<file path="src/rtl/udiv_pkg.sv">
// Shared sizing for the stepper-path unsigned divider and its controller.
package udiv_pkg;

  localparam int UDIV_N      = 16;
  localparam int UDIV_CYCLES = 2 * UDIV_N;

  function automatic int udiv_cnt_w(input int n);
    return $clog2(2 * n + 1);
  endfunction

endpackage

</file>
<file path="src/rtl/udiv_if.sv">
// Start/busy/done handshake plus operand and result buses of the divider.
interface udiv_if #(
  parameter int N = udiv_pkg::UDIV_N
) ();

  logic               start;
  logic [2*N-1:0]     in_num;
  logic [N-1:0]       in_den;
  logic [2*N-1:0]     quot;
  logic [N-1:0]       rem;
  logic               div_by_zero;
  logic               done;
  logic               busy;

  modport master (
    output start, in_num, in_den,
    input  quot, rem, div_by_zero, done, busy
  );

  modport slave (
    input  start, in_num, in_den,
    output quot, rem, div_by_zero, done, busy
  );

endinterface

</file>
<file path="src/rtl/udiv_rising_edge_detector.sv">
// Registers a level and flags the cycle in which it goes low to high.
module udiv_rising_edge_detector (
  input  logic clk,
  input  logic rst,
  input  logic sig_i,
  output logic rise_o
);

  logic sig_q;

  // Previous-cycle copy of the level
  always_ff @(posedge clk) begin
    if (rst) begin
      sig_q <= 1'b0;
    end else begin
      sig_q <= sig_i;
    end
  end

  assign rise_o = sig_i & ~sig_q;

endmodule

</file>
<file path="src/rtl/udiv.sv">
// Sequential restoring divider: 2N-bit dividend / N-bit divisor, one quotient bit per clock.
module udiv
  import udiv_pkg::*;
#(
  parameter int N = UDIV_N
) (
  input  logic   clk,
  input  logic   rst,
  udiv_if.slave  bus
);

  localparam int            CW       = udiv_cnt_w(N);
  localparam logic [CW-1:0] CNT_LOAD = CW'(2 * N);

  logic            start_rise_s;
  logic [N:0]      trial_s;

  logic [CW-1:0]   count_q, count_d;
  logic [2*N-1:0]  work_q, work_d;
  logic [N-1:0]    acc_q, acc_d;
  logic [N-1:0]    den_q, den_d;
  logic [2*N-1:0]  quot_q, quot_d;
  logic [N-1:0]    rem_q, rem_d;
  logic            dbz_q, dbz_d;
  logic            done_q, done_d;

  udiv_rising_edge_detector u_start_edge (
    .clk    (clk),
    .rst    (rst),
    .sig_i  (bus.start),
    .rise_o (start_rise_s)
  );

  assign trial_s = {acc_q, work_q[2*N-1]};

  // Launch, iterate and complete; count_q == 0 is the idle state
  always_comb begin
    count_d = count_q;
    work_d  = work_q;
    acc_d   = acc_q;
    den_d   = den_q;
    quot_d  = quot_q;
    rem_d   = rem_q;
    dbz_d   = dbz_q;
    done_d  = 1'b0;
    if (count_q == '0) begin
      if (start_rise_s) begin
        work_d = bus.in_num;
        den_d  = bus.in_den;
        acc_d  = '0;
        if (bus.in_den != '0) begin
          count_d = CNT_LOAD;
        end else begin
          quot_d = {(2*N){1'b1}};
          rem_d  = bus.in_num[N-1:0];
          dbz_d  = 1'b1;
          done_d = 1'b1;
        end
      end else begin
        count_d = count_q;
      end
    end else begin
      count_d = count_q - CW'(1);
      // trial_s >= den guarantees the difference fits in N bits
      if (trial_s >= {1'b0, den_q}) begin
        acc_d  = trial_s[N-1:0] - den_q;
        work_d = {work_q[2*N-2:0], 1'b1};
      end else begin
        acc_d  = trial_s[N-1:0];
        work_d = {work_q[2*N-2:0], 1'b0};
      end
      if (count_q == CW'(1)) begin
        quot_d = work_d;
        rem_d  = acc_d;
        dbz_d  = 1'b0;
        done_d = 1'b1;
      end else begin
        done_d = 1'b0;
      end
    end
  end

  // State and result registers
  always_ff @(posedge clk) begin
    if (rst) begin
      count_q <= '0;
      work_q  <= '0;
      acc_q   <= '0;
      den_q   <= '0;
      quot_q  <= '0;
      rem_q   <= '0;
      dbz_q   <= 1'b0;
      done_q  <= 1'b0;
    end else begin
      count_q <= count_d;
      work_q  <= work_d;
      acc_q   <= acc_d;
      den_q   <= den_d;
      quot_q  <= quot_d;
      rem_q   <= rem_d;
      dbz_q   <= dbz_d;
      done_q  <= done_d;
    end
  end

  assign bus.quot        = quot_q;
  assign bus.rem         = rem_q;
  assign bus.div_by_zero = dbz_q;
  assign bus.done        = done_q;
  assign bus.busy        = bus.start | (count_q != '0);

endmodule
</file>
<file path="src/flat_wrapper.sv">
// flat-port wrapper written by rule: the top's interface ports become plain ports
module udiv_flat import udiv_pkg::*;
#(
  parameter int N = UDIV_N
)
  (clk, rst, bus_start, bus_in_num, bus_in_den, bus_quot, bus_rem, bus_div_by_zero, bus_done, bus_busy);
  udiv_if #(.N(N)) bus_i ();
  input  logic clk;
  input  logic rst;
  input wire logic [$bits(bus_i.start)-1:0] bus_start;
  input wire logic [$bits(bus_i.in_num)-1:0] bus_in_num;
  input wire logic [$bits(bus_i.in_den)-1:0] bus_in_den;
  output wire logic [$bits(bus_i.quot)-1:0] bus_quot;
  output wire logic [$bits(bus_i.rem)-1:0] bus_rem;
  output wire logic [$bits(bus_i.div_by_zero)-1:0] bus_div_by_zero;
  output wire logic [$bits(bus_i.done)-1:0] bus_done;
  output wire logic [$bits(bus_i.busy)-1:0] bus_busy;
  assign bus_i.start = bus_start;
  assign bus_i.in_num = bus_in_num;
  assign bus_i.in_den = bus_in_den;
  assign bus_quot = bus_i.quot;
  assign bus_rem = bus_i.rem;
  assign bus_div_by_zero = bus_i.div_by_zero;
  assign bus_done = bus_i.done;
  assign bus_busy = bus_i.busy;
  udiv #(.N(N)) u_core (.clk(clk), .rst(rst), .bus(bus_i));
endmodule
</file>
<file path="config.mk">
export PLATFORM = sky130hd
export DESIGN_NAME = udiv_flat
export DESIGN_NICKNAME = d
export VERILOG_FILES = /design/src/rtl/udiv_pkg.sv /design/src/rtl/udiv_if.sv /design/src/rtl/udiv_rising_edge_detector.sv /design/src/rtl/udiv.sv /design/src/flat_wrapper.sv
export SDC_FILE = /design/constraint.sdc
export NUM_CORES = 1
export LEC_CHECK = 0
export ABC_AREA = 0
export CAP_MARGIN = 15
export CORE_UTILIZATION = 35
export DETAILED_ROUTE_END_ITERATION = 8
export PLACE_DENSITY = 0.69
export SLEW_MARGIN = 5
export SYNTH_ARGS = -nofsm -noshare
export SYNTH_HDL_FRONTEND = slang
export SYNTH_HIERARCHICAL = 1
export SYNTH_SLANG_ARGS = --single-unit
export TNS_END_PERCENT = 100
</file>
<file path="constraint.sdc">
create_clock -name clk -period 4.5 [get_ports clk]
set_clock_uncertainty 0.2 [all_clocks]
set_input_delay 0.9 -clock clk [delete_from_list [all_inputs] [get_ports clk]]
set_output_delay 0.9 -clock clk [all_outputs]
set_load 0.005 [all_outputs]
</file>
* Yosys cells after proc, flatten, opt, wreduce, memory -nomap -nowiden
Cells that the tools add are included.
** Operators by class
- Magnitude comparators :: 1
- Equal/unequal tests :: 4
- Add/sub/neg operators :: 2
- Multipliers :: 0
- Shifts and indexed selects :: 0
- Bitwise gates (word level) :: 3
- Divide/modulo/power cells :: 0
- Mux-type cells :: 25
- Reduce and logical (&&, ||, !) cells :: 7
** Operators by type and width (count)
- $mux 32 :: 6
- $mux 16 :: 7
- $mux 6 :: 3
- $ge 17x16->1 :: 1
- $reduce_bool 16->1 :: 1
- $sub 16x16->16 :: 1
- $mux 1 :: 9
- $eq 6x1->1 const B :: 1
- $logic_not 6->1 :: 1
- $reduce_bool 6->1 :: 1
- $sub 6x1->6 const B :: 1
- $ne 2x2->1 const B :: 2
- $reduce_and 2->1 :: 2
- $reduce_and 3->1 :: 1
- $ne 2x1->1 const B :: 1
- $reduce_bool 2->1 :: 1
- $and 1x1->1 :: 1
- $not 1->1 :: 1
- $or 1x1->1 :: 1
** Word-level totals
- Memories :: 0
- Bits in writable memories :: 0
- Bits of input ports :: 51
- Logic and storage cells :: 51
- Output and inout bits :: 51
- Flip-flop bits (word level) :: 121
- Bits in read-only memories :: 0
- Latch bits :: 0

* Logic depth before layout (Yosys ltp)
Gate-level depths: netlist of run 1.
- Depth in word-level cells :: 4
- Gate-level depth with buffers :: 11
- Gate-level depth less buffers :: 10

* By module
The synthesis of run 1 kept the hierarchy.
** By module, submodules not included
- udiv :: sequential area each 2402.3 um^2, area each 5679.2 um^2, cells an instance 647, times used 1
- udiv_rising_edge_detector :: sequential area each 20.0 um^2, area each 47.5 um^2, cells an instance 3, times used 1

* Worst setup path after synthesis of run 1
OpenSTA, ideal clock, no wires.
- Path type :: input to register
- Start point :: input port bus_start
- End point :: register u_core.quot_q[0] (netlist: u_core/bus.quot[0])
- Path slack :: 1.632 ns
- Required time :: 4.163 ns
- Arrival time :: 2.531 ns
- Stages on the path :: 8
- Cells stage by stage :: nor2b_4 > clkbuf_1 > nand3_1 > buf_2 > o21ai_1 > clkbuf_1 > clkbuf_1 > a211oi_1
** On the way
- Word-level cells in the longest chain between the ends :: 3
** Ends and longest elaborated chain
- start: declaration :: line flat_wrapper.sv:10 : input wire logic [$bits(bus_i.start)-1:0] bus_start;
- $and 1x1->1 :: line udiv_rising_edge_detector.sv:20 : assign rise_o = sig_i & ~sig_q;
- $ne 2x1->1 (no line)
- $reduce_and 3->1 (no line)
- end signal: assignment :: line udiv.sv:99 : quot_q <= quot_d;
- end: declaration :: line udiv.sv:22 : logic [2*N-1:0] quot_q, quot_d;
Every way passes these cells.
A chain may end at the register's enable or synchronous reset.

* Worst setup path after layout of run 1
- Start point :: register u_core.den_q[8]
- End point :: register u_core.acc_q[14]
** On the way
- Word-level cells in the longest chain between the ends :: 3
- Elaborated cells on any way between the ends :: 4
** Ends and longest elaborated chain
- start: declaration :: line udiv.sv:21 : logic [N-1:0] den_q, den_d;
- start signal: assignment :: line udiv.sv:98 : den_q <= den_d;
- $sub 16x16->16 or $ge 17x16->1 (tied branches) :: line udiv.sv:66, udiv.sv:65
- $mux 16 (*) :: line udiv.sv:65 : if (trial_s >= {1'b0, den_q}) begin
- $mux 16 (*) :: line udiv.sv:46 : if (count_q == '0) begin
- end signal: assignment :: line udiv.sv:88 : acc_q <= '0;
- end signal: assignment :: line udiv.sv:97 : acc_q <= acc_d;
- end: declaration :: line udiv.sv:20 : logic [N-1:0] acc_q, acc_d;
Mark *: on every way between the ends. The rest lies on a longest branch, timed or not.

==> flow_summary.yaml, run 1 <==
timing:
  finalMaxSlewViolations: 0
  worst_pin_slew_ns: 0.992
  min_period_over_period_pct: 78.5
  setup-violations-final: 0
  slew_headroom_pct: 33.5
  period_needed_ns: 3.53
  rsz0062_at_grt: "no"
  finalHoldViolations: 0
  final.setup.tns_ns: 0
  fin_ws_ns: 0.970
  fmax_mhz: 283
  hold_ws_ns: 0.291
final_layout:
  fillers: 1556
  design_area_mm2: 0.00751
  antenna_cells: 0
  nets: 804
  area_growth_pct: 31.2
  final_core_util_pct: 47.1
  drive_above_1_share_pct: 6.44
clock_tree:
  cts-resized-gates: 0
  cts_setup_buffers: 0
  cts_made_buffers: 17
  cts_max_level: 4
  cts_tree: "yes"
  cts_buffer_depth: 2
  clk_pin_slew_ns: 0.06
  cts-root-buf: "clkbuf_16"
  clkLatencyLatePin_ns: 0.41
  cts.sinks: 121
  cts_hold_buf: 0
power_and_ir_drop:
  p_leak_uw: 0.00282
  seq_power_share_pct: 28.8
  combPwrFrac_pct: 45.7
  p_sw_uw: 2230
  clockPowerShare_pct: 25.4
  p_sw_share_pct: 39.3
  p_per_area_mw_per_mm2: 755
  cellInternalPower_uw: 3440
  vdd_drop_max_v: 0.000327
place:
  port_buffers: 101
  dpl-instance-area_mm2: 0.00689
  post-dp-hpwl_um: 10200
  gp_congestion: 0.849
  preCtsSetupSlack_ns: 0.756
critical_path:
  crit_type: "flop to flop"
  start_kind: "flop"
  worstSetupEndpointType: "flop"
  path_max_fanout: 18
  worstPathArrival_ns: 3.65
  cp.required_ns: 4.62
detailed_routing:
  drc: 0
  first_pass_iters: 5
  wirelength_um: 14600
  wl_per_cell_um: 15.2
  viasPerCell: 5.19
  ant_nets: 0
  vias: 4988
  drt_iter0_markers: 375
floorplan:
  die-area_mm2: 0.0169
  coreArea_mm2: 0.0159
  die_w_um: 130
  num_rows: 46
  pin_count: 102
  initial_utilization_pct: 35.9
  die_y_um: 130
grt:
  grt_pass1_wl_um: 23300
  track_usage_pct: 17.9
  antenna_found_initial: 0
  overflow: 0
  grt_max_degree: 75
  grt_pass1_vias: 4456
synth:
  syn-num-nets: 721
  synth_area_mm2: 0.00573
  yosys_most_used_dff: "dfxtp_1"
  ys_warn_count: 6
  syn-mean-instance-area_um2: 8.81
  async_flop_share_pct: 0
  synth-seq-area-share_pct: 42.3
  synth_edf_count: 0
  synth_cell_types: 54
  synth_cells: 650
  ys_ff_latch: 121
worst_hold_path:
  hp-class: "flop to flop"
status:
  status: "finished clean"
run:
  cap_violations: 0
[layer usage]
metal  part of all wire (%)  global-route usage, %  routed length [um]
met1                     50                   25.3                7280
met4                    1.3                   6.77                 188
met5                      0                      0                   0
met3                    4.4                   2.99                 639
met2                     44                   27.0                6480
[stage by stage]
step,power (uW),cells
after floorplan,3470,650
after global placement,4170,930
after detailed placement,4210,930
after CTS,5670,961
after global routing,6070,961
final,5670,961
[critical path, cell delays in order, from the launching register on]
cell and delay [ns]:
dfxtp_1 0.33, inv_1 0.05, ha_1 0.38, and2_1 0.22, a221oi_1 0.13, or2_1 0.26
a31oi_1 0.44, or2_1 0.78, nand3_1 0.31, a311oi_1 0.33
[cell type report]
type,count,area (um2),share of cell area [%]
clock buffers,20,457,6.08
flip-flops and latches,121,2420,32.2
repair buffers,107,1050,14.0
clock inverters,11,169,2.25
well taps,216,270,3.60
inverters,22,82.6,1.10
multi-input cells,464,3060,40.7
[Yosys cell counts (4+ instances only)]
cell	count	area, um2
clkbuf_1	35	131
mux2i_1	59	591
xnor2_1	6	52.6
a221oi_1	5	43.8
nor4_1	4	25.0
dfxtp_1	121	2420
or3_1	11	68.8
a21o_1	4	30.0
nand2_1	33	124
xor2_1	6	52.6
nor2_1	112	420
nand4_1	4	25.0
a211oi_1	75	563
a21oi_1	15	75.1
nand3_1	7	35.0
a31oi_1	7	43.8
o21a_1	4	30.0
nor3_1	9	45.0
o21ai_0	40	200
inv_1	22	82.6
nand2b_1	4	25.0
ha_1	19	238
[power by group through the flow]
stage	clock [uW]	combinational (uW)	sequential (uW)
5_1_grt	1500	2890	1680
6_report	1440	2590	1630
3_5_place_dp	0	2560	1650
2_1_floorplan	0	1870	1600
4_1_cts	1460	2570	1630
3_3_place_gp	0	2530	1650
[layout by cell type, fill, tap and decap left out, types with 3 or more instances in the layout]
cell and n:
nor3_1 8, a21o_1 4, o21a_1 4, xnor2_1 6
ha_1 19, buf_4 7, o21ai_0 40, nand4_1 4
clkdlybuf4s50_1 100, mux2i_1 59, a221oi_1 5, nor4_1 4
nand2_1 33, a21oi_1 15, a211oi_1 75, nor2_1 112
xor2_1 6, a31oi_1 7, nand2b_1 4, dfxtp_1 121
inv_1 22, clkinv_2 3, bufinv_16 4, or3_1 11
clkbuf_16 17, nand3_1 7
[path summary, 6_finish.rpt]
path	start	end	slack (ns)	cells after the start
max	u_core/den_q[8]	u_core/acc_q[14]	0.97	9
max reg2reg	u_core/den_q[8]	u_core/acc_q[14]	0.97	9
min reg2reg	u_core/bus.rem[13]	u_core/bus.rem[13]	0.29	2
min	u_core/bus.rem[13]	u_core/bus.rem[13]	0.29	2
[registers in the layout (all words and copies together), names as in the netlist]
name,cells
u_core/bus.div_by_zero,1
u_core/acc_q,16
u_core/count_q,6
u_core/den_q,16
u_core/u_start_edge/sig_q,1
u_core/bus.rem,16
u_core/work_q,32
u_core/bus.done,1
u_core/bus.quot,32
[cells by family (layout without fill, tap and decap cells)]
kind of cell | count (synthesis) | in the layout | synth area share [%]
AND/OR/NAND/NOR | 203 | 203 | 16.1
AO/OA/AOI/OAI | 170 | 170 | 20.3
flip-flops | 121 | 121 | 42.3
buffers and inverters | 65 | 160 | 4.59
multiplexers | 59 | 59 | 10.3
adder cells (fa/ha/maj) | 20 | 20 | 4.50
XOR/XNOR | 12 | 12 | 1.84
(Power assumes the default switching activity.)
==> run 2: changes to the inputs <==
PLACE_DENSITY = 0.71   (was 0.69)
clock period = 3.2 ns   (was 4.5 ns; I/O delays follow)
==> run 2 against run 1 <==
Sequential power rose by 41%; die area did not move; register-to-register slack got worse by 0.69 ns; global-route usage rose by 0.48 points; critical path type unchanged; critical endpoint is now u_core/acc_q[15]; largest power group unchanged.
==> flow_summary.yaml, run 2 (synthesis results as in run 1) <==
final_layout:
  drive_above_1_share_pct: 9.14
  fillers: 1491
  area_growth_pct: 34.2
  final_core_util_pct: 48.2
  nets: 824
  final_cells: 982
  final_cell_mix: "dfxtp_1 (121), nor2_1 (112), clkdlybuf4s50_1 (100), a211oi_1 (75), mux2i_1 (59)"
  final_common_cell: "dfxtp_1"
  antenna_cells: 0
grt:
  grt_pass1_wl_um: 24100
  grt_max_degree: 75
  antenna_found_initial: 0
  track_usage_pct: 18.3
  overflow: 0
  grt_pass1_vias: 4793
timing:
  final.setup.tns_ns: 0
  min_period_over_period_pct: 91.3
  fmax_mhz: 342
  rsz0062_at_grt: "no"
  finalMaxSlewViolations: 0
  period_needed_ns: 2.92
  worst_pin_slew_ns: 0.957
  fin_ws_ns: 0.280
  slew_headroom_pct: 35.7
  finalHoldViolations: 0
  setup-violations-final: 0
clock_tree:
  cts_max_level: 4
  cts_tree: "yes"
  clkLatencyLatePin_ns: 0.42
  cts-root-buf: "clkbuf_16"
  clk_pin_slew_ns: 0.06
  cts_hold_buf: 0
  cts.sinks: 121
  cts_buffer_depth: 2
  cts_made_buffers: 17
power_and_ir_drop:
  power_uw: 8110
  p_per_area_mw_per_mm2: 1050
  p_leak_uw: 0.00291
  vdd_drop_max_v: 0.000493
detailed_routing:
  wl_met2_um: 6340
  wl_met1_um: 7200
  drc: 0
  wl_per_cell_um: 14.9
  ant_nets: 0
  wirelength_um: 14600
  route.met3.wl_um: 785
  top_layer_used: "met4"
  drt_iter0_markers: 347
  first_pass_iters: 4
  vias: 5110
  viasPerCell: 5.20
critical_path:
  ff2ff_path_depth: 9
  worstSetupEndpointType: "flop"
  worstPathArrival_ns: 2.99
  r2r_start: "u_core/den_q[9]"
  r2r_setup_slack_ns: 0.28
  start_kind: "flop"
  r2r-end: "u_core/acc_q[15]"
  crit_type: "flop to flop"
  cp.required_ns: 3.27
  path_max_fanout: 8
floorplan:
  num_rows: 46
  initial_utilization_pct: 35.9
  die_y_um: 130
  coreArea_mm2: 0.0159
  die_w_um: 130
  pin_count: 102
  die-area_mm2: 0.0169
worst_hold_path:
  min-delay-start: "u_core/bus.rem[3]"
  hold-path-endpoint: "u_core/bus.rem[3]"
  hp-class: "flop to flop"
  hold_path_depth: 2
status:
  status: "finished clean"
place:
  post-dp-hpwl_um: 10700
  port_buffers: 101
  placed_cells: 950
  gp_congestion: 0.893
  preCtsSetupSlack_ns: 0.0815
run:
  cap_violations: 0
[run 2: changes by cell type in the layout (fill, tap and decap cells not counted), sizes merged]
cell,previous run,this run
bufinv,4,3
clkbuf,20,19
clkinv,4,6
inv,24,23
buf,7,27
clkinvlp,1,3
[run 2: metal layers]
metal	GRT usage, %	vias up
li1	-	2566
met1	25.0	2391
met2	27.9	135
met3	3.85	18
met4	8.14	0
met5	0	-
[run 2: area by class of cell]
| cell class | count | area, um2 | share of cell area [%] |
|---|---|---|---|
| flip-flops and latches | 121 | 2420 | 31.5 |
| clock buffers | 19 | 453 | 5.89 |
| repair buffers | 127 | 1230 | 16.0 |
| well taps | 216 | 270 | 3.52 |
| clock inverters | 13 | 170 | 2.21 |
| multi-input cells | 464 | 3060 | 39.8 |
| inverters | 22 | 82.6 | 1.07 |
[run 2: worst max path at each step]
stage,from,to,cells past startpoint
CTS,u_core/den_q[1],u_core/acc_q[12],10
finish,u_core/den_q[9],u_core/acc_q[15],9
global placement,bus_in_den[11],u_core/bus.rem[0],8
detailed placement,bus_in_den[11],u_core/bus.quot[17],9
floorplan,u_core/den_q[1],u_core/bus.rem[2],10
global route,u_core/work_q[31],u_core/acc_q[12],10
[run 2: repair_timing]
item                       in CTS  in global routing
resized for setup               0                  1
hold endpoints to repair        0                  0
setup endpoints to repair       0                  1
setup buffers                   0                  0
[run 2: worst max-delay path, cell delays in order (launching register included)]
cell     delay [ns]
dfxtp_1        0.34
inv_1          0.05
ha_1           0.38
nand4_1        0.17
or4_4          0.59
o21ai_4        0.14
or2_1          0.27
buf_4          0.23
mux2i_1        0.29
o21ai_0        0.12
[run 2: per-stage QoR]
step | area, um2 | hold WS, ns
after CTS | 7680 | 0.286
final | 7690 | 0.283
after detailed placement | 7060 | 0.278
after floorplan | 5730 | 0.245
after global routing | 7690 | 0.311
after global placement | 7060 | 0.275
[run 2: power by group]
group	total [uW]	switching, uW	internal, uW
sequential	2300	303	2000
combinational	3810	2140	1670
clock	1990	721	1270
==> run 3: changes to the inputs <==
CTS_CLUSTER_SIZE = 25   (was unset)
==> results of run 3 <==
No change in the layout: final DEF, timing and power equal those of run 2.
==> variant 1, RTL diff (config.mk and constraints of run 2) <==
Set the package constant `UDIV_N` to 32 (it was 16).
--- a/src/rtl/udiv_pkg.sv
+++ b/src/rtl/udiv_pkg.sv
@@ -1,7 +1,7 @@
 // Shared sizing for the stepper-path unsigned divider and its controller.
 package udiv_pkg;
 
-  localparam int UDIV_N      = 16;
+  localparam int UDIV_N      = 32;
   localparam int UDIV_CYCLES = 2 * UDIV_N;
 
   function automatic int udiv_cnt_w(input int n);
Ports: changed (resized bus_in_den, bus_in_num, bus_quot and bus_rem); port bits go from 102 to 198. The function was not compared with the original's and may differ.
==> variant 1 against run 2 <==
  * Synthesized cell count rose by 100%
  * Power increased by 110%
  * Fmax shrank 7.8%
  * Sequential cell count is 113 higher
  * Sequential power increased by 86%
  * Worst setup slack got worse by 250 ps
  * First-iteration DRC count is 120% higher
  * Cell area grew 93%
  * Combinational power rose to 2.7 times the old value
  * Clock power grew 51%
  * Die area grew 94%
  * Routed wire length is 120% higher
  * Final cell count up 94%
  * Area after synthesis rose by 96%
  * Critical endpoint is now u_core/bus.rem[17]
  * Largest cell class unchanged
==> variant 1: results (changes against run 2) <==
- Net count, final: 1618 (was 824)
* Worst endpoint data arrival time: 3380 ps (was 2990 ps)
* First DRT Iteration DRCs: 749 (was 347)
- The number of iterations in the first detailed-routing pass was 6 (was 4).
- The final weighted congestion in routability-driven placement is 0.869 (was 0.893).
* Number of cell instances on the worst register-to-register path: 10 (was 9)
- The family with the most delay on the worst path was compound AO/OA/AOI/OAI gates (was simple AND/OR/NAND/NOR gates).
- Leakage power total: 5.31 nW (was 2.91 nW)
- Xor and xnor fraction of the mapped netlist area: 1.56% (was 1.84%)
- Count of unique library cells instantiated by Yosys: 68 (was 54)
- The number of antenna violations at the first check in global routing is 2 (was 0).
* Global-route usage over all layers: 19.1% (was 18.3%)
* Post-synthesis average cell area: 8.53 sq um (was 8.81 sq um)
- Maximum number of pins on one net before global-route repair: 112 (was 75)
- The combinational cell fraction of total power is 58.1% (was 47.0%).
* Most common library cells after synthesis: 234 x dfxtp_1, 193 x nor2_1, 144 x a211oi_1 (was 121 x dfxtp_1, 112 x nor2_1, 75 x a211oi_1)
- The post-synthesis net count came to 1447 (was 721).
- The fraction of the mapped netlist area in compound gates was 26.3% (was 20.3%).
- Maximum fanout along the worst path: 16 (was 8)
- End of the worst register-to-register path: u_core/bus.rem[17] (was u_core/acc_q[15])
- The cell count after placement is 1855 (was 950).
- Biggest area contributors in the synthesized netlist: dfxtp_1 42%, a211oi_1 9.7%, nor2_1 6.5% (was dfxtp_1 42%, mux2i_1 10%, a211oi_1 9.8%).
- HP Start: u_core/den_q[4] (was u_core/bus.rem[3])
- Result of the run: finished, final reports clean (unchanged)
- Count of vias placed by the detailed router: 10112 (was 5110)
* Critical path destination: u_core/bus.rem[17] (was u_core/acc_q[15])
variant 1: metal layers:
layer	track usage, %	vias to the layer above	routed length [um]
li1	-	5083	-
met1	28.2	4663	16000
met2	28.6	317	14100
met3	2.50	49	1690
met4	6.05	0	884
met5	0	-	0
variant 1: through the flow:
step                hold WS, ps  area, sq um  power [mW]
CTS                         256        14600        16.7
detailed placement          248        13700        13.6
global route                276        14800        18.6
global placement            244        13700        13.5
finish                      254        14800        17.4
floorplan                   236        11200        10.6
variant 1: area by class of cell:
class                           count  area, sq um  share of cell area [%]
Inverter                           46          173                    1.16
Sequential cell                   234         4690                    31.6
Antenna cell                        2         5.00                  0.0338
Multi-Input combinational cell    937         6120                    41.3
Timing Repair Buffer              239         2470                    16.7
Clock buffer                       36          758                    5.12
Tap cell                          402          503                    3.39
Clock inverter                      8          104                   0.701
variant 1: repair_timing:
action,CTS,global route
hold endpoints to repair,0,0
buffers inserted,0,1
pin swaps,0,6
cloned,0,2
endpoints found under the setup margin,1,51
resized for setup,3,38
==> variant 2, RTL diff (flow settings as in run 2) <==
Without the edit above. Reset style: asynchronous (`rst`), changed in 2 clocked blocks.
--- a/src/rtl/udiv_rising_edge_detector.sv
+++ b/src/rtl/udiv_rising_edge_detector.sv
@@ -9,7 +9,7 @@
   logic sig_q;
 
   // Previous-cycle copy of the level
-  always_ff @(posedge clk) begin
+  always_ff @(posedge clk or posedge rst) begin
     if (rst) begin
       sig_q <= 1'b0;
     end else begin
--- a/src/rtl/udiv.sv
+++ b/src/rtl/udiv.sv
@@ -81,7 +81,7 @@
   end
 
   // State and result registers
-  always_ff @(posedge clk) begin
+  always_ff @(posedge clk or posedge rst) begin
     if (rst) begin
       count_q <= '0;
       work_q  <= '0;
Behaviour: differs if rst is asserted again (counterexample within 4 cycles, from zero or initial values and one cycle with rst high); with rst held inactive, the same outputs for 10 cycles.
==> variant 2 against run 2 <==
  * Fmax is 3.5% lower
  * Power is 8.1% higher
  * Sequential share of layout area is 5.9 points higher
  * Sequential cell count stayed put
  * Non-clock buffer count is 9 lower
  * Die area is 7.2% higher
  * Worst setup slack worse by 100 ps
  * Cell area is 5.4% higher
  * Routed wire length is 1.5% higher
  * Area after synthesis is 7.3% higher
  * Sequential power is 13% higher
  * Critical endpoint is now bus_busy
==> variant 2: results (changes against run 2) <==
- Fraction of post-synthesis cell area in the top cell type by area: 49.3% (was 42.3%)
* Internal power summed over all cells: 5.38 mW (was 4.94 mW)
* Quantity of gates resized following cts: 0 (unchanged)
- Worst endpoint data arrival time: 2180 ps (was 2990 ps)
- The combinational cell fraction of total power is 46.7% (was 47.0%).
- Wire length of the first global-routing pass: 23.9 mm (was 24.1 mm)
- The maximum fanout count along the critical path was 11 (was 8).
- Most common library cells after synthesis: 121 x dfrtp_1, 90 x nor2_1, 80 x a21oi_1 (was 121 x dfxtp_1, 112 x nor2_1, 75 x a211oi_1)
- Max incr delay on CP: 450 ps (was 590 ps)
* Post-Synth Adder-Cell Area: 4.19% (was 4.50%)
- The placed standard-cell area came to 7460 sq um (was 7060 sq um).
- The post-synthesis net count is 685 (was 721).
- The routed metal-1 wirelength came to 7.06 mm (was 7.20 mm).
- The critical-path cell with the highest stage delay is clkdlybuf4s50_1 (was or4_4).
* Gate count after technology mapping: 614 (was 650)
- The detailed-placement wirelength estimate came to 10.9 mm (was 10.7 mm).
- Result of the run: finished, final reports clean (unchanged)
- Biggest area contributors in the synthesized netlist: dfrtp_1 49%, a21oi_1 6.5%, mux2i_1 5.5% (was dfxtp_1 42%, mux2i_1 10%, a211oi_1 9.8%)
- Pre-CTS WS: 177 ps (was 81.5 ps)
- Fraction of the yosys area taken by sequential cells: 49.3% (was 42.3%)
- Final Wtd Congestion: 0.854 (was 0.893)
- The total met2 wirelength after detailed routing came to 6.90 mm (was 6.34 mm).
* Transition time at the pin with the least slew margin: 1080 ps (was 957 ps)
- The total number of nets in the final design was 792 (was 824).
* Count of unique library cells instantiated by Yosys: 57 (was 54)
- The total sequential power was 2.61 mW (was 2.30 mW).
* Met3 Routed Length: 699 um (was 785 um)
- Type of the most critical hold path: in -> async (was reg -> reg)
* Leakage power total: 3.29 nW (was 2.91 nW)
* Post-CTS repair timing setup buffer count: 0 (unchanged)
- Fraction of final layout cells with drive strength greater than 1: 13.2% (was 9.14%)
- Ant. Diodes: 0 (unchanged)
- The share of synthesized flip-flops with an asynchronous set or reset came to 100% (was 0%).
- The overall power is 8.76 mW (was 8.11 mW).
- The global-route track usage on met3 was 4.02% (was 3.85%).
- Maximum number of pins on one net before global-route repair: 54 (was 75)
- The cell count after placement came to 927 (was 950).
- The total wirelength of the detailed-routed design is 14.8 mm (was 14.6 mm).
- The xor and xnor fraction of the mapped netlist area came to 1.85% (was 1.84%).
- The total via count in the routed design is 4873 (was 5110).
- First DRT Iteration DRCs: 283 (was 347)
* Routed wire per std cell: 15.4 um (was 14.9 um)
* Multiplexer area fraction after synthesis: 8.47% (was 10.3%)
* Global-route met1 utilization: 23.5% (was 25.0%)
- The number of global-route vias before repair was 4661 (was 4793).
- Area fraction in compound gates after synthesis: 17.0% (was 20.3%)
- The family with the most delay on the worst path was simple AND/OR/NAND/NOR gates (unchanged).
- Highest metal layer with signal wires: met4 (unchanged)
- Peak supply drop: 0.000616 V (was 0.000493 V)
- Global-route usage over all layers: 17.1% (was 18.3%)
- The met2 track demand over resource was 26.6% (was 27.9%).
- Post-synth top flop: dfrtp_1 (was dfxtp_1)
==> variant 2: cell count changes after synthesis, sizes merged, moves of 16 or more <==
cell,change
o21ai,-28
clkbuf,-27
dfxtp,-121
a211oi,-67
mux2,+16
mux2i,-25
a21oi,+82
nor2,-16
dfrtp,+121
==> variant 2: area by class of cell <==
cell class / count / area [sq um]
Timing Repair Buffer: 118 / 1210
Clock inverter: 13 / 190
Fill cell: 1632 / 9140
Multi-Input combinational cell: 437 / 2840
Clock buffer: 19 / 443
Sequential cell: 121 / 3030
Tap cell: 225 / 282
Inverter: 26 / 104
==> variant 2: path summary, 6_finish.rpt <==
path	startpoint	to	slack, ps	cells past startpoint
max reg2reg	u_core/acc_q[5]	u_core/acc_q[5]	290	7
min	rst	u_core/u_start_edge/sig_q	230	2
min in group clk	u_core/bus.div_by_zero	u_core/bus.div_by_zero	310	2
min reg2reg	u_core/bus.div_by_zero	u_core/bus.div_by_zero	310	2
max in group asynchronous	rst	u_core/bus.quot[12]	1660	3
max	u_core/count_q[3]	bus_busy	180	5
